## src/rtl/patgen_pkg.sv

```systemverilog
// Shared types and helpers for the video test-pattern source.
// Latency: n/a (types, constants and pure functions only).
// Backpressure: n/a.
package patgen_pkg;

    typedef enum logic [1:0] {
        PAT_BARS  = 2'd0,
        PAT_GRAD  = 2'd1,
        PAT_CHECK = 2'd2,
        PAT_SOLID = 2'd3
    } pat_mode_t;

    // Position along a line in bar coordinates: scrolled x, offset within
    // the current bar and the bar index. Tracked incrementally, no divider.
    typedef struct packed {
        logic [15:0] x;
        logic [15:0] cnt;
        logic [2:0]  idx;
    } bar_pos_t;

    // Counter width for a counter running 0..n-1.
    function automatic int cnt_width(input int n);
        return (n <= 2) ? 1 : $clog2(n);
    endfunction

    // Bar colour table as {r,g,b} on/off flags; the top expands each flag
    // to a full-scale component.
    function automatic logic [2:0] bar_flags(input logic [2:0] idx);
        logic [2:0] f;
        case (idx)
            3'd0:    f = 3'b111; // white
            3'd1:    f = 3'b110; // yellow
            3'd2:    f = 3'b011; // cyan
            3'd3:    f = 3'b010; // green
            3'd4:    f = 3'b101; // magenta
            3'd5:    f = 3'b100; // red
            3'd6:    f = 3'b001; // blue
            default: f = 3'b000; // black
        endcase
        return f;
    endfunction

    // Advance one pixel. x wraps at h_active back to bar 0; once the last
    // bar is reached the index sticks there, so remainder pixels keep the
    // last bar's colour.
    function automatic bar_pos_t bar_step(input bar_pos_t p, input int h_active,
                                          input int bw, input int num_bars);
        bar_pos_t n;
        n = p;
        if (int'(p.x) == h_active - 1) begin
            n = '0;
        end else begin
            n.x = p.x + 16'd1;
            if (int'(p.cnt) == bw - 1) begin
                n.cnt = '0;
                if (int'(p.idx) < num_bars - 1)
                    n.idx = p.idx + 3'd1;
            end else begin
                n.cnt = p.cnt + 16'd1;
            end
        end
        return n;
    endfunction

endpackage

```

## src/rtl/patgen_timing.sv

```systemverilog
// Raster timing: h/v counters, sync windows, display enable, start-of-frame.
// Latency: combinational decode of the stage-0 counter registers.
// Backpressure: none; free-running at one pixel per clock.
module patgen_timing
    import patgen_pkg::*;
#(
    parameter int H_ACTIVE = 640,
    parameter int H_FP     = 16,
    parameter int H_SYNC   = 96,
    parameter int H_BP     = 48,
    parameter int V_ACTIVE = 480,
    parameter int V_FP     = 10,
    parameter int V_SYNC   = 2,
    parameter int V_BP     = 33,
    parameter int HW       = cnt_width(H_ACTIVE + H_FP + H_SYNC + H_BP),
    parameter int VW       = cnt_width(V_ACTIVE + V_FP + V_SYNC + V_BP)
) (
    input  logic          clk_i,
    input  logic          rst_i,
    output logic [HW-1:0] hcount_o,
    output logic [VW-1:0] vcount_o,
    output logic          de_o,
    output logic          h_act_o,
    output logic          hs_o,
    output logic          vs_o,
    output logic          sof_o
);
    localparam int HT = H_ACTIVE + H_FP + H_SYNC + H_BP;
    localparam int VT = V_ACTIVE + V_FP + V_SYNC + V_BP;

    logic [HW-1:0] h_q;
    logic [VW-1:0] v_q;

    // Raster counters: h wraps every line, v steps on the h wrap.
    always_ff @(posedge clk_i) begin
        if (rst_i) begin
            h_q <= '0;
            v_q <= '0;
        end else if (h_q == HW'(HT - 1)) begin
            h_q <= '0;
            v_q <= (v_q == VW'(VT - 1)) ? '0 : v_q + VW'(1);
        end else begin
            h_q <= h_q + HW'(1);
        end
    end

    // Decode the current position; hs/vs are raw window flags, polarity
    // is applied downstream.
    always_comb begin
        hcount_o = h_q;
        vcount_o = v_q;
        h_act_o  = 32'(h_q) < H_ACTIVE;
        de_o     = h_act_o && (32'(v_q) < V_ACTIVE);
        hs_o     = (32'(h_q) >= H_ACTIVE + H_FP) && (32'(h_q) < H_ACTIVE + H_FP + H_SYNC);
        vs_o     = (32'(v_q) >= V_ACTIVE + V_FP) && (32'(v_q) < V_ACTIVE + V_FP + V_SYNC);
        sof_o    = (h_q == '0) && (v_q == '0);
    end

endmodule

```

## src/rtl/pattern_gen.sv

```systemverilog
// Video test-pattern source (bars/gradient/checker/solid) with own raster timing.
// Latency: 2 cycles counters->outputs; sync, de, counts and RGB stay aligned.
// Backpressure: none. Optional PATGEN_SCROLL_EN scrolls bars/checker 1 px/frame.
module pattern_gen
    import patgen_pkg::*;
#(
    parameter int H_ACTIVE = 640,
    parameter int H_FP     = 16,
    parameter int H_SYNC   = 96,
    parameter int H_BP     = 48,
    parameter int V_ACTIVE = 480,
    parameter int V_FP     = 10,
    parameter int V_SYNC   = 2,
    parameter int V_BP     = 33,
    parameter bit HS_POL   = 1'b0,
    parameter bit VS_POL   = 1'b0,
    parameter int PIX_SZ   = 8,
    parameter int NUM_BARS = 8
) (
    input  logic                  clk_i,
    input  logic                  rst_i,
    input  logic [1:0]            mode_i,
    input  logic [3*PIX_SZ-1:0]   color_i,
    output logic [cnt_width(H_ACTIVE+H_FP+H_SYNC+H_BP)-1:0] hcount_o,
    output logic [cnt_width(V_ACTIVE+V_FP+V_SYNC+V_BP)-1:0] vcount_o,
    output logic                  de_o,
    output logic                  hsync_o,
    output logic                  vsync_o,
    output logic [PIX_SZ-1:0]     r_o,
    output logic [PIX_SZ-1:0]     g_o,
    output logic [PIX_SZ-1:0]     b_o,
    output logic                  frame_o
);
    localparam int HW         = cnt_width(H_ACTIVE + H_FP + H_SYNC + H_BP);
    localparam int VW         = cnt_width(V_ACTIVE + V_FP + V_SYNC + V_BP);
    localparam int BW         = H_ACTIVE / NUM_BARS;
    localparam int FULL       = 1 << PIX_SZ;
    localparam int GRAD_STEPS = FULL / H_ACTIVE + 1;

    logic [HW-1:0] h;
    logic [VW-1:0] v;
    logic          de, h_act, hs_raw, vs_raw, sof;

    patgen_timing #(
        .H_ACTIVE(H_ACTIVE), .H_FP(H_FP), .H_SYNC(H_SYNC), .H_BP(H_BP),
        .V_ACTIVE(V_ACTIVE), .V_FP(V_FP), .V_SYNC(V_SYNC), .V_BP(V_BP),
        .HW(HW), .VW(VW)
    ) u_timing (
        .clk_i(clk_i), .rst_i(rst_i),
        .hcount_o(h), .vcount_o(v),
        .de_o(de), .h_act_o(h_act), .hs_o(hs_raw), .vs_o(vs_raw), .sof_o(sof)
    );

    // The mode used for pixel (0,0) is the live input, so a whole frame
    // renders with one mode and a mid-frame change waits for the next frame.
    pat_mode_t mode_q, mode_cur;
    assign mode_cur = sof ? pat_mode_t'(mode_i) : mode_q;

    // Frame-synchronous mode latch.
    always_ff @(posedge clk_i) begin
        if (rst_i)    mode_q <= PAT_BARS;
        else if (sof) mode_q <= mode_cur;
    end

    // Line start position in bar coordinates (the per-frame scroll offset).
    bar_pos_t off_cur;
`ifdef PATGEN_SCROLL_EN
    bar_pos_t off_q;
    assign off_cur = sof ? bar_step(off_q, H_ACTIVE, BW, NUM_BARS) : off_q;

    // Offset steps by one pixel at every frame start, wrapping at H_ACTIVE.
    always_ff @(posedge clk_i) begin
        if (rst_i)    off_q <= '0;
        else if (sof) off_q <= off_cur;
    end
`else
    assign off_cur = '0;
`endif

    bar_pos_t pos_q, pos_cur, pos_nxt;
    logic [31:0] acc_q, acc_cur, acc_nxt;
    logic [PIX_SZ-1:0] lvl_q, lvl_cur, lvl_nxt;

    // Per-line walkers: preload at h=0, advance once per active pixel.
    always_comb begin
        pos_cur = (h == '0) ? off_cur : pos_q;
        acc_cur = (h == '0) ? '0 : acc_q;
        lvl_cur = (h == '0) ? '0 : lvl_q;
        pos_nxt = pos_cur;
        acc_nxt = acc_cur;
        lvl_nxt = lvl_cur;
        if (h_act) begin
            pos_nxt = bar_step(pos_cur, H_ACTIVE, BW, NUM_BARS);
            acc_nxt = acc_cur + 32'(FULL);
            for (int i = 0; i < GRAD_STEPS; i++) begin
                if (acc_nxt >= 32'(H_ACTIVE)) begin
                    acc_nxt = acc_nxt - 32'(H_ACTIVE);
                    if (lvl_nxt != '1) lvl_nxt = lvl_nxt + PIX_SZ'(1);
                end
            end
        end
    end

    // Walker state registers.
    always_ff @(posedge clk_i) begin
        if (rst_i) begin
            pos_q <= '0;
            acc_q <= '0;
            lvl_q <= '0;
        end else begin
            pos_q <= pos_nxt;
            acc_q <= acc_nxt;
            lvl_q <= lvl_nxt;
        end
    end

    logic [PIX_SZ-1:0] pr, pg, pb;
    logic [2:0]        bf;

    // Pattern select; blanking is forced to black in every mode.
    always_comb begin
        pr = '0;
        pg = '0;
        pb = '0;
        bf = bar_flags(pos_cur.idx);
        if (de) begin
            case (mode_cur)
                PAT_BARS: begin
                    pr = {PIX_SZ{bf[2]}};
                    pg = {PIX_SZ{bf[1]}};
                    pb = {PIX_SZ{bf[0]}};
                end
                PAT_GRAD: begin
                    pr = lvl_cur;
                    pg = lvl_cur;
                    pb = lvl_cur;
                end
                PAT_CHECK: begin
                    if (pos_cur.x[4] ^ (((32'(v) >> 4) & 32'd1) != 32'd0)) begin
                        pr = '1;
                        pg = '1;
                        pb = '1;
                    end
                end
                default: {pr, pg, pb} = color_i;
            endcase
        end
    end

    logic [HW-1:0]     s1_h;
    logic [VW-1:0]     s1_v;
    logic              s1_de, s1_hs, s1_vs, s1_fr;
    logic [PIX_SZ-1:0] s1_r, s1_g, s1_b;

    // Stage 1: capture pattern result with its timing; syncs take polarity here.
    always_ff @(posedge clk_i) begin
        if (rst_i) begin
            s1_h  <= '0;
            s1_v  <= '0;
            s1_de <= 1'b0;
            s1_hs <= ~HS_POL;
            s1_vs <= ~VS_POL;
            s1_fr <= 1'b0;
            s1_r  <= '0;
            s1_g  <= '0;
            s1_b  <= '0;
        end else begin
            s1_h  <= h;
            s1_v  <= v;
            s1_de <= de;
            s1_hs <= hs_raw ? HS_POL : ~HS_POL;
            s1_vs <= vs_raw ? VS_POL : ~VS_POL;
            s1_fr <= sof;
            s1_r  <= pr;
            s1_g  <= pg;
            s1_b  <= pb;
        end
    end

    // Stage 2: output registers.
    always_ff @(posedge clk_i) begin
        if (rst_i) begin
            hcount_o <= '0;
            vcount_o <= '0;
            de_o     <= 1'b0;
            hsync_o  <= ~HS_POL;
            vsync_o  <= ~VS_POL;
            frame_o  <= 1'b0;
            r_o      <= '0;
            g_o      <= '0;
            b_o      <= '0;
        end else begin
            hcount_o <= s1_h;
            vcount_o <= s1_v;
            de_o     <= s1_de;
            hsync_o  <= s1_hs;
            vsync_o  <= s1_vs;
            frame_o  <= s1_fr;
            r_o      <= s1_r;
            g_o      <= s1_g;
            b_o      <= s1_b;
        end
    end

endmodule

```

## config.mk

```make
export PLATFORM = sky130hd
export DESIGN_NAME = pattern_gen
export DESIGN_NICKNAME = d
export VERILOG_FILES = /design/src/rtl/patgen_pkg.sv /design/src/rtl/patgen_timing.sv /design/src/rtl/pattern_gen.sv
export SDC_FILE = /design/constraint.sdc
export NUM_CORES = 1
export LEC_CHECK = 0
export BUFFER_PORTS_ARGS = -buffer_cell sky130_fd_sc_hd__buf_2
export CORE_ASPECT_RATIO = 1.2
export CORE_MARGIN = 4
export CORE_UTILIZATION = 35
export CTS_BUF_LIST = sky130_fd_sc_hd__clkbuf_16
export CTS_CLUSTER_DIAMETER = 80
export DETAILED_ROUTE_END_ITERATION = 8
export PLACE_DENSITY = 0.52
export SETUP_SLACK_MARGIN = 0.02
export SYNTH_ARGS = -nofsm -noshare
export SYNTH_HDL_FRONTEND = slang
export SYNTH_SLANG_ARGS = --single-unit
```

## constraint.sdc

```tcl
create_clock -name clk_i -period 4.05 [get_ports clk_i]
set_input_delay 0.81 -clock clk_i [delete_from_list [all_inputs] [get_ports clk_i]]
set_output_delay 0.81 -clock clk_i [all_outputs]
set_load 0.05 [all_outputs]
```

==> impl_results.md <==
* Area of the multi-input gates at 4470 sq um
* Pin count of the biggest net entering global routing at 53
* Post-synth top area cell: dfxtp_1
* Hold Buf Count CTS at 0
* Drt pass-1 iters at 5
* Ys Warns at 0
* CP Data Arrival Time at 4030 ps
* Req. time, crit path at 4410 ps
* Final period demand of the worst path at 3670 ps
* Top post-synthesis cells by area: dfxtp_1 (44%), nor2_1 (5.4%), nor2b_1 (5.0%)
* Chip Height at 178 um
* FMAX at 0.272 GHz
* DIE AREA at 26800 sq um
* Skew final at 12.3 ps
* Worst-Margin Slew at 936 ps
* Lkg Pwr at 0.00384 uW
* Antenna violations before repair at 0
* Unique masters post-synth at 71
* Routed length per placed instance at 15.5 um
* Synth Cell Area at 8470 sq um
* Crit path max fanout at 7
* Drt drc at 0
* Net count reported at finish at 1053
* GRT Total Usage at 15.9%
* Clock Pin Slew Worst Setup and Hold Paths at 70 ps
* Clock Latency Late Sink at 440 ps
* Net Count, Synth at 995
* Post-synth EDFFs at 0
* Post-Syn Area per Cell at 8.86 sq um
* Highest-count cells in the layout ignoring fill and taps: dfxtp_1 (186), nor2_1 (121), buf_2 (74), nor2b_1 (67), nand2_1 (67)
* Layout Utilization at 40.9%
* Core area at 23900 sq um
* Sequential cell area at 3720 sq um
* Most common cell after layout, fill and taps aside: dfxtp_1
* Dpl hpwl at 14700 um
* Power Dens Cells at 581 nW/um^2
* Post-CTS Setup Bufs at 0
* Worst Setup End Kind: flop
* CTS buffer count at 17
* First-pass GRT wire length at 34100 um
* Starting Density at 35.5%
* Status: completed
* RePlAce Congestion at 0.877
* DRT antenna net count at 0
* Layout cells sized above 1 at 17.8%
* Antenna diodes at 0
* Peak supply drop at 225 uV
* Clock Path Buffers at 2
* Post-synth top area share at 43.9%
* # fillers at 2458
* I/O Pins at 76
* Drt total wl at 20900 um
* Ys async rst share at 0%
* H-tree levels at 4
* Cells after Synth at 956
* Final number of setup-violating endpoints at 0
* Ys flop type: dfxtp_1
* Row count at 62
* Clock Root Buffer: clkbuf_16
* Flops & latches, synth at 186
* Setup_tns at 0 ps
* GR Overflow Total at 0
* Slew Limit Headroom at 37.3%
* Hold crit path type: reg2reg
* Post-CTS sizing at 0
* # clock sinks at 186
* Fin. Hold Viols at 0
* Vias in the first global route at 6576
* Area growth, synth to finish at 15.4%
* Setup crit start kind: flop
* DRT iter0 DRCs at 294
* Number of max-cap violations at 0
* Via count at 6952
* Fin. max-slew vios at 0
* RSZ-0062 raised after global routing: no
* CTS tree: yes
* Register area share after synthesis at 43.9%
* Tcrit/Tclk final at 90.7%
* Port Buf Inserts at 75
* Die width at 150 um
* Avg Vias per Cell at 5.16
* CP Class: reg2reg
==> through the flow <==
step                      total power [uW]  cells  worst slack, ps  cell area (sq um)  hold WS (ps)
after global placement                4070   1315              422               9210           395
after global routing                  6040   1346             27.6               9780           413
after floorplan                       3620    956              560               8470           389
final                                 5680   1346              378               9780           409
after CTS                             5730   1346              360               9780           413
after detailed placement              4080   1315              387               9210           400
==> routing by layer <==
metal | global-route usage (%) | wire length (um) | vias up
met5 | 0 | 0 | -
met2 | 26.5 | 9930 | 129
li1 | - | - | 3497
met1 | 20.2 | 9610 | 3286
met4 | 6.79 | 614 | 0
met3 | 2.64 | 730 | 40
==> synthesized netlist by cell type (16+ instances only) <==
cell type  instances
nand3_1           33
nand4_1           18
nand2_1           67
o221a_2           24
or3_1             20
dfxtp_1          186
nor3_1            23
a21oi_1           36
nor2b_1           68
clkbuf_1          45
nor2_1           121
o21ai_0           20
and3_1            16
xnor2_1           20
nor4_1            22
xor2_1            36
==> layout make-up <==
class / count / share of cell area (%)
repair buffers: 99 / 5.71
well taps: 320 / 4.09
clock buffers: 17 / 4.35
clock inverters: 14 / 1.52
inverters: 13 / 0.499
flip-flops and latches: 186 / 38.1
multi-input cells: 697 / 45.8
==> power by group <==
group          internal, uW  leakage, uW  total, uW  switching (uW)
sequential             2010      0.00152       2230             215
clock                   908     0.000272       1640             730
combinational           758      0.00205       1810            1060
==> cell families after synthesis <==
logic type / Yosys count / synth area share (%)
AND/OR/NAND/NOR: 456 / 29.2
flip-flops: 186 / 43.9
AO/OA/AOI/OAI: 158 / 14.1
buffers and inverters: 73 / 3.43
XOR/XNOR: 56 / 5.79
multiplexers: 16 / 1.95
adder cells (fa/ha/maj): 11 / 1.62
==> final timing paths <==
path	from	to	slack, ps	depth (start not counted)
setup / recovery	u_timing.hcount_o[0]	acc_q[21]	380	13
hold / removal	s1_hs	hsync_o	410	1
setup reg to reg	u_timing.hcount_o[0]	acc_q[21]	380	13
hold reg to reg	s1_hs	hsync_o	410	1
==> registers in the layout, indices dropped and copies added, names as in the netlist, 10 cells and up <==
signal             count
hcount_o              10
s1_h                  10
pos_q                 35
s1_v                  10
u_timing.vcount_o     10
u_timing.hcount_o     10
acc_q                 25
vcount_o              10
==> worst max-delay path, stage by stage (launching register included) <==
cell and delay [ps]:
dfxtp_1 340, inv_1 100, ha_1 160, nor4b_1 460
nand3_1 230, and2_1 210, ha_1 200, a31o_2 250
o41ai_2 810, buf_4 280, a31o_2 140, mux2i_1 190
a22oi_1 90, a21oi_1 150
Note: power is estimated with default switching activity, not from simulation.
